--- src/rtl/ad7352_pkg.sv ---
// ad7352_pkg: shared FSM/lane types and frame timing constants for the AD7352 receiver.
package ad7352_pkg;
   typedef enum logic [1:0] {IDLE, CONV, GAP} state_e;
   typedef enum logic [1:0] {LANE_VCAP, LANE_ICAP, LANE_VOUT, LANE_IOUT} lane_e;
   localparam int CONV_CYCLES    = 16;
   localparam int FIRST_BIT_EDGE = 2;
   localparam int LAST_BIT_EDGE  = 13;
   localparam int XFER_EDGE      = 14;
   localparam int SAMPLE_W       = 12;
   localparam int NUM_LANES      = 4;
endpackage

--- src/rtl/ad7352_lane.sv ---
// ad7352_lane: one MSB-first serial lane shift register with a held output sample.
module ad7352_lane
   import ad7352_pkg::*;
(
   input  logic                clk,
   input  logic                reset_n,
   input  logic                shift_en,
   input  logic                xfer,
   input  logic                sdata,
   output logic [SAMPLE_W-1:0] sample
);
   logic [SAMPLE_W-1:0] shift_q, shift_d, sample_q, sample_d;
   always_comb begin
      shift_d  = shift_en ? {shift_q[SAMPLE_W-2:0], sdata} : shift_q;
      sample_d = xfer ? shift_q : sample_q;
   end
   always_ff @(posedge clk or negedge reset_n) begin
      if (!reset_n) begin
         shift_q  <= '0;
         sample_q <= '0;
      end else begin
         shift_q  <= shift_d;
         sample_q <= sample_d;
      end
   end
   assign sample = sample_q;
endmodule

--- src/rtl/ad7352_rx.sv ---
// ad7352_rx: frames AD7352 conversions and deserialises four 12-bit lanes.
// Optional leading-zero framing check built when AD7352_RX_FRAME_CHECK_EN is defined.
module ad7352_rx
   import ad7352_pkg::*;
#(
   parameter int FRAME_PERIOD = 20
) (
   input  logic                clk,
   input  logic                reset_n,
   input  logic                enable,
   output logic                ad_cs,
   input  logic [1:0]          ad_sdata_a,
   input  logic [1:0]          ad_sdata_b,
   output logic                sample_valid,
   output logic [SAMPLE_W-1:0] vcap,
   output logic [SAMPLE_W-1:0] icap,
   output logic [SAMPLE_W-1:0] vout,
   output logic [SAMPLE_W-1:0] iout,
   output logic                frame_err
);
   localparam int CNT_W = 16;
   // Counter value during edge k is k-1, so each edge constant is offset by one.
   localparam logic [CNT_W-1:0] CONV_LAST   = CNT_W'(CONV_CYCLES - 1);
   localparam logic [CNT_W-1:0] FRAME_LAST  = CNT_W'(FRAME_PERIOD - 1);
   localparam logic [CNT_W-1:0] SHIFT_FIRST = CNT_W'(FIRST_BIT_EDGE - 1);
   localparam logic [CNT_W-1:0] SHIFT_LAST  = CNT_W'(LAST_BIT_EDGE - 1);
   localparam logic [CNT_W-1:0] XFER_CNT    = CNT_W'(XFER_EDGE - 1);

   state_e               state_q, state_d;
   logic [CNT_W-1:0]     cnt_q, cnt_d;
   logic                 arm_q, arm_d, ad_cs_q, ad_cs_d, valid_q, valid_d;
   logic                 shift_en, xfer;
   logic [NUM_LANES-1:0] lane_bit;
   logic [SAMPLE_W-1:0]  sample [NUM_LANES];

   always_comb begin
      state_d = state_q;
      cnt_d   = cnt_q;
      arm_d   = 1'b1;
      unique case (state_q)
         IDLE: if (enable && arm_q) begin
            state_d = CONV;
            cnt_d   = '0;
         end
         CONV: begin
            cnt_d   = cnt_q + CNT_W'(1);
            state_d = cnt_q == CONV_LAST ? GAP : CONV;
         end
         GAP: begin
            cnt_d   = cnt_q == FRAME_LAST ? '0 : cnt_q + CNT_W'(1);
            state_d = cnt_q != FRAME_LAST ? GAP : enable ? CONV : IDLE;
         end
         default: state_d = IDLE;
      endcase
      ad_cs_d  = state_d != CONV;
      shift_en = state_q == CONV && cnt_q >= SHIFT_FIRST && cnt_q <= SHIFT_LAST;
      xfer     = state_q == CONV && cnt_q == XFER_CNT;
      valid_d  = xfer;
   end

   // arm_q delays the first conversion after reset so ad_cs is seen high first.
   always_ff @(posedge clk or negedge reset_n) begin
      if (!reset_n) begin
         state_q <= IDLE;
         cnt_q   <= '0;
         arm_q   <= 1'b0;
         ad_cs_q <= 1'b1;
         valid_q <= 1'b0;
      end else begin
         state_q <= state_d;
         cnt_q   <= cnt_d;
         arm_q   <= arm_d;
         ad_cs_q <= ad_cs_d;
         valid_q <= valid_d;
      end
   end

   assign lane_bit[LANE_VCAP] = ad_sdata_b[1];
   assign lane_bit[LANE_ICAP] = ad_sdata_b[0];
   assign lane_bit[LANE_VOUT] = ad_sdata_a[1];
   assign lane_bit[LANE_IOUT] = ad_sdata_a[0];

   for (genvar i = 0; i < NUM_LANES; i++) begin : g_lane
      ad7352_lane u_lane (
         .clk      (clk),
         .reset_n  (reset_n),
         .shift_en (shift_en),
         .xfer     (xfer),
         .sdata    (lane_bit[i]),
         .sample   (sample[i])
      );
   end

`ifdef AD7352_RX_FRAME_CHECK_EN
   logic frame_err_q, frame_err_d;
   always_comb frame_err_d = frame_err_q | (state_q == CONV && cnt_q == '0 && |lane_bit);
   always_ff @(posedge clk or negedge reset_n) begin
      if (!reset_n) frame_err_q <= 1'b0;
      else          frame_err_q <= frame_err_d;
   end
   assign frame_err = frame_err_q;
`else
   assign frame_err = 1'b0;
`endif

   assign ad_cs        = ad_cs_q;
   assign sample_valid = valid_q;
   assign vcap         = sample[LANE_VCAP];
   assign icap         = sample[LANE_ICAP];
   assign vout         = sample[LANE_VOUT];
   assign iout         = sample[LANE_IOUT];
endmodule

--- config.mk ---
export PLATFORM = sky130hd
export DESIGN_NAME = ad7352_rx
export DESIGN_NICKNAME = d
export VERILOG_FILES = /design/src/rtl/ad7352_pkg.sv /design/src/rtl/ad7352_lane.sv /design/src/rtl/ad7352_rx.sv
export SDC_FILE = /design/constraint.sdc
export NUM_CORES = 1
export LEC_CHECK = 0
export ABC_AREA = 1
export CORE_MARGIN = 2
export CORE_UTILIZATION = 40
export CTS_CLUSTER_SIZE = 20
export DETAILED_ROUTE_END_ITERATION = 16
export GPL_TIMING_DRIVEN = 1
export PLACE_DENSITY = 0.62
export SLEW_MARGIN = 10
export SYNTH_ARGS = -nofsm -noshare
export SYNTH_HDL_FRONTEND = slang
export SYNTH_SLANG_ARGS = --single-unit
--- constraint.sdc ---
create_clock -name clk -period 2.4 [get_ports clk]
set_input_delay 0.48 -clock clk [delete_from_list [all_inputs] [get_ports clk]]
set_output_delay 0.48 -clock clk [all_outputs]
set_load 0.005 [all_outputs]
# After elaboration in Yosys (flattened, before gate mapping)
# Cells that the tools add are included.
# word_totals
wordCells	39
ff_bits	117
out_inout_bits	51
inputBits	7
# classes
reduce_logical	7
n_addsub	1
muxes	8
n_eq_ne	8
order_cmp	2
# op_table
op	n
one-hot mux 16 bit (3 select lines)	1
equality test 16 x 4 -> 1 bit (second input constant)	2
2-to-1 mux 16 bit	2
adder 16 x 1 -> 16 bit (second input constant)	1
equality test 16 x 5 -> 1 bit (second input constant)	1
>= comparator 16 x 1 -> 1 bit (second input constant)	1
less-or-equal comparator 16 x 4 -> 1 bit (second input constant)	1
!= test 16 x 5 -> 1 bit (second input constant)	1
2-to-1 mux 2 bit	3
one-hot mux 2 bit (3 select lines)	1
logical AND 1 bit	4
nonzero test 3 bit	1
equality test 2 x 1 -> 1 bit (second input constant)	1
equality test 2 bit (second input constant)	1
logical NOT 2 bit	1
!= test 2 x 1 -> 1 bit (second input constant)	1
!= test 2 bit (second input constant)	1
AND reduction 2 bit	1
2-to-1 mux 1 bit	1

# Logic depth before layout (Yosys ltp)
# logic_depth
ltp_word	4
depth_mapped	11
mapped_depth_nobuf	11

# Hierarchy
# A second synthesis with hierarchy kept.
# hier_totals
cells_unflattened	611
hier_area_um2	5171.2
# modules_own_cells
mod	cells_per_inst	seq_area_each_um2	instances	area_each_um2
ad7352_lane	102	600.6	4	915.9
ad7352_rx	203	526.8	1	1507.7

# Least setup slack after synthesis
# OpenSTA, ideal clock, no wires.
# synth_path
path_type	register to register
start	reg state_q[1]
end	reg g_lane[0].u_lane.sample_q[10]
required_ps	2270
period_less_slack_ps	1584
path_slack_ps	816
arrival_ps	1453
n_path_buf	2
setup_time_ps	130
stages_incl_launch_ff	10
cell_sequence	dfrtp_1 inv_1 ha_1 inv_1 nor3_4 nand4_2 buf_6 buf_2 nand2_1 o21ai_1
# synth_via
elab_chain_len	2
# synth_rtl
item	line	rtl
start: declaration	ad7352_rx.sv:29	state_e state_q, state_d;
start signal: assignment	ad7352_rx.sv:70	state_q <= state_d;
equality test 2 x 1 -> 1 bit	ad7352_rx.sv:57	xfer = state_q == CONV && cnt_q == XFER_CNT;
logical AND 1 bit	ad7352_rx.sv:57	
end signal: assignment	ad7352_lane.sv:23	sample_q <= sample_d;
end: declaration	ad7352_lane.sv:12	logic [SAMPLE_W-1:0] shift_q, shift_d, sample_q, sample_d;
# No other way between the ends.
# A chain may end at the register's enable or synchronous reset.

# Worst setup path after layout
# layout_path
start	reg ad_cs_q (netlist: ad_cs)
end	out ad_cs
# layout_rtl
item	line	rtl
start: declaration	ad7352_rx.sv:31	logic arm_q, arm_d, ad_cs_q, ad_cs_d, valid_q, valid_d;
start signal: assignment	ad7352_rx.sv:73	ad_cs_q <= ad_cs_d;
end: declaration	ad7352_rx.sv:11	output logic ad_cs,
# No word-level cell between the ends.

==> flow_summary.toml <==
[setup_path]
critPathMaxFanout = 1
path_cells = "clkdlybuf4s50_1"
cp.required_ps = 1920
rrSetupSlack_ps = 570
path_delay_family = "flip-flops"
critPathBufInv = 1
reg2reg_from = "state_q[1]"
slowest_stage = "dfstp_2"
startpoint_type = "flip-flop"
endpoint_kind = "output port"
rr_worst_depth = 9
rr_endpoint = "g_lane[2].u_lane.sample[11]"
worst_ep_arrival_time_ps = 1410
worstSetupPathType = "flip-flop to output port"
critPathMaxStageDelay_ps = 520

[synthesis]
syn_nets = 563
synth_ff_type = "dfrtp_1"
ys_types = 28
async_flop_share_pct = 100
synthAdderAreaFrac_pct = 1.77
ys_warn_count = 0
yosysTopAreaCellShare_pct = 58.7
synth_top_family_by_area = "simple AND/OR/NAND/NOR gates"
synthSimpleGateAreaFrac_pct = 18.7
synth_edf_count = 0
synth_area_leaders = "dfrtp_1 59%, nand2_1 12%, o21ai_1 8.3%"
synthMuxAreaShare_pct = 0
ys_seq_area_share_pct = 59.3
synth_xor_area_share_pct = 1.06
synth_cells = 549
synth-compound-area-share_pct = 10.1
syn_area_um2 = 4940
synth_largest_area_cell = "dfrtp_1"
syn_area_per_cell_um2 = 9.00
ys_ff_latch = 117

[sta]
max_freq_ghz = 0.530
fin_crit_ps = 1890
rsz0062_at_grt = "no"
fin_crit_sh_pct = 78.6
hold-worst-slack_ps = 30.6
fin_setup_tns_ps = 0
fin_skew_ps = 9.75
final-max-slew-violation-count = 0
setup_viol = 0
hold_violations = 0

[grt]
grt_usage_pct = 15.5
first_global_vias = 3456
grt-ovfl-total = 0
grt_pass1_wl_um = 16200
grt_antenna_before_repair = 0
grt_max_degree = 97

[min_path]
min_path_type = "primary input to async pin"

[clock_network]
clock_sinks = 117
post-cts-setup-buffers = 0
cts_buffer_depth = 2
h-tree-depth = 4
cts_tree = "yes"
cts-buffers-inserted = 17
hold_buffers = 0
clkTransAtPathRegs_ps = 50
clkLatencyLatePin_ps = 410
clock-root-buffer = "clkbuf_16"
cts_resized = 0

[cells_and_area]
nets = 620
final_cell_mix = "158 x nand2_1, 116 x dfrtp_1, 82 x o21ai_1"
seqCellArea_um2 = 2930
fillers = 1118
antenna_cells = 0
area_growth_pct = 25.3
layout-drive-gt1-share_pct = 6.95
layout_commonest_cell = "nand2_1"
stdcell_count = 787
multiInputGateArea_um2 = 1590

[route]
routed_wl_um = 9320
routed_via_density = 4.59
dr_total_vias = 3610
wl_met2_um = 4210
routed-wl-met3_um = 390
drc = 0
firstDrtPassIters = 4
highest_layer = "met4"
wl_per_cell_um = 11.8
drt_iter0_drc = 253
wl_met1_um = 4620
antenna_left = 0

[place]
routabilityCongestion = 0.896
post-dp-hpwl_um = 6150
dp_cells = 755
port_buffers = 56

[run]
cap_violations = 0

[floorplan]
dieWidth_um = 115
rows = 40
dieArea_um2 = 13300
coreArea_um2 = 12100
top_level_ports = 58
dieHeight_um = 115
start_util_pct = 41.0

[power]
combPwrFrac_pct = 33.0
seqPwrFrac_pct = 38.2
p_clk_share_pct = 28.9
ir_drop_uv = 1720
p_total_w = 0.00794
switching_power_w = 0.00265
power.density_nw_per_um2 = 1280
leakagePower_nw = 2.88
intPower_w = 0.00529
swShare_pct = 33.4

[status]
status = "completed"
[routing by layer]
metal / global-route usage [%] / vias to the layer above
met2: 23.2 / 78
met3: 5.11 / 11
met4: 5.78 / 0
li1: - / 1834
met1: 21.2 / 1687
met5: 0 / -
[registers in the layout (all words and copies together), names as in the netlist]
name and count:
cnt_q 16, g_lane.u_lane.shift_q 48, arm_q 1, sample_valid 1, g_lane.u_lane.sample 48, ad_cs 1
state_q 2
[cells in the mapped netlist, drive strengths merged (6+ instances only)]
cell,instances
o21ai,94
nand2,159
buf,16
dfrtp,116
inv,73
nand4,6
ha,7
nor3,6
nand3,15
clkbuf,7
nor2,38
[worst register-to-register path: cells and delay by family (launching register included)]
kind	cells	cell delay, ps
adder cells (fa/ha/maj)	1	200
buffers and inverters	4	650
flip-flops	1	410
AND/OR/NAND/NOR	4	500
[power by group through the flow]
stage / clock network [W] / registers, W / logic (W)
final: 0.00229 / 0.00303 / 0.00262
after floorplan: 0 / 0.00301 / 0.00177
after CTS: 0.00234 / 0.00304 / 0.00268
after detailed placement: 0 / 0.00306 / 0.00266
after global placement: 0 / 0.00304 / 0.00260
after global routing: 0.00244 / 0.00312 / 0.00300
[cells by family (layout without fill, tap and decap cells)]
| group | count (synthesis) | in the layout |
|---|---|---|
| simple gates | 224 | 224 |
| xor+xnor | 6 | 6 |
| flops | 117 | 117 |
| buf+inv | 96 | 166 |
| other cells | 2 | 2 |
| compound gates | 97 | 97 |
| fa+ha+maj | 7 | 7 |
[worst max path at each step]
stage / from / to / cells past startpoint
after detailed placement: enable / cnt_q[12] / 11
final: ad_cs / ad_cs / 1
after CTS: ad_cs / ad_cs / 1
after global routing: state_q[0] / cnt_q[10] / 11
after floorplan: state_q[1] / g_lane[0].u_lane.sample[10] / 9
after global placement: enable / cnt_q[14] / 10
[final cells by class]
class | count | share of cell area, %
repair buffers | 61 | 10.4
inverters | 73 | 4.42
well taps | 168 | 3.39
flip-flops and latches | 117 | 47.3
multi-input cells | 336 | 25.7
clock buffers | 29 | 8.57
clock inverters | 3 | 0.242
[per-stage QoR]
step	util [%]	worst slack (ps)	instance area [um^2]
2_1_floorplan	-	816	4940
5_1_grt	51.3	397	6190
6_report	51.3	514	6190
4_1_cts	51.3	490	6190
3_5_place_dp	46.8	232	5650
3_3_place_gp	46.8	323	5650
No activity file was read; power rests on OpenSTA's default activity.
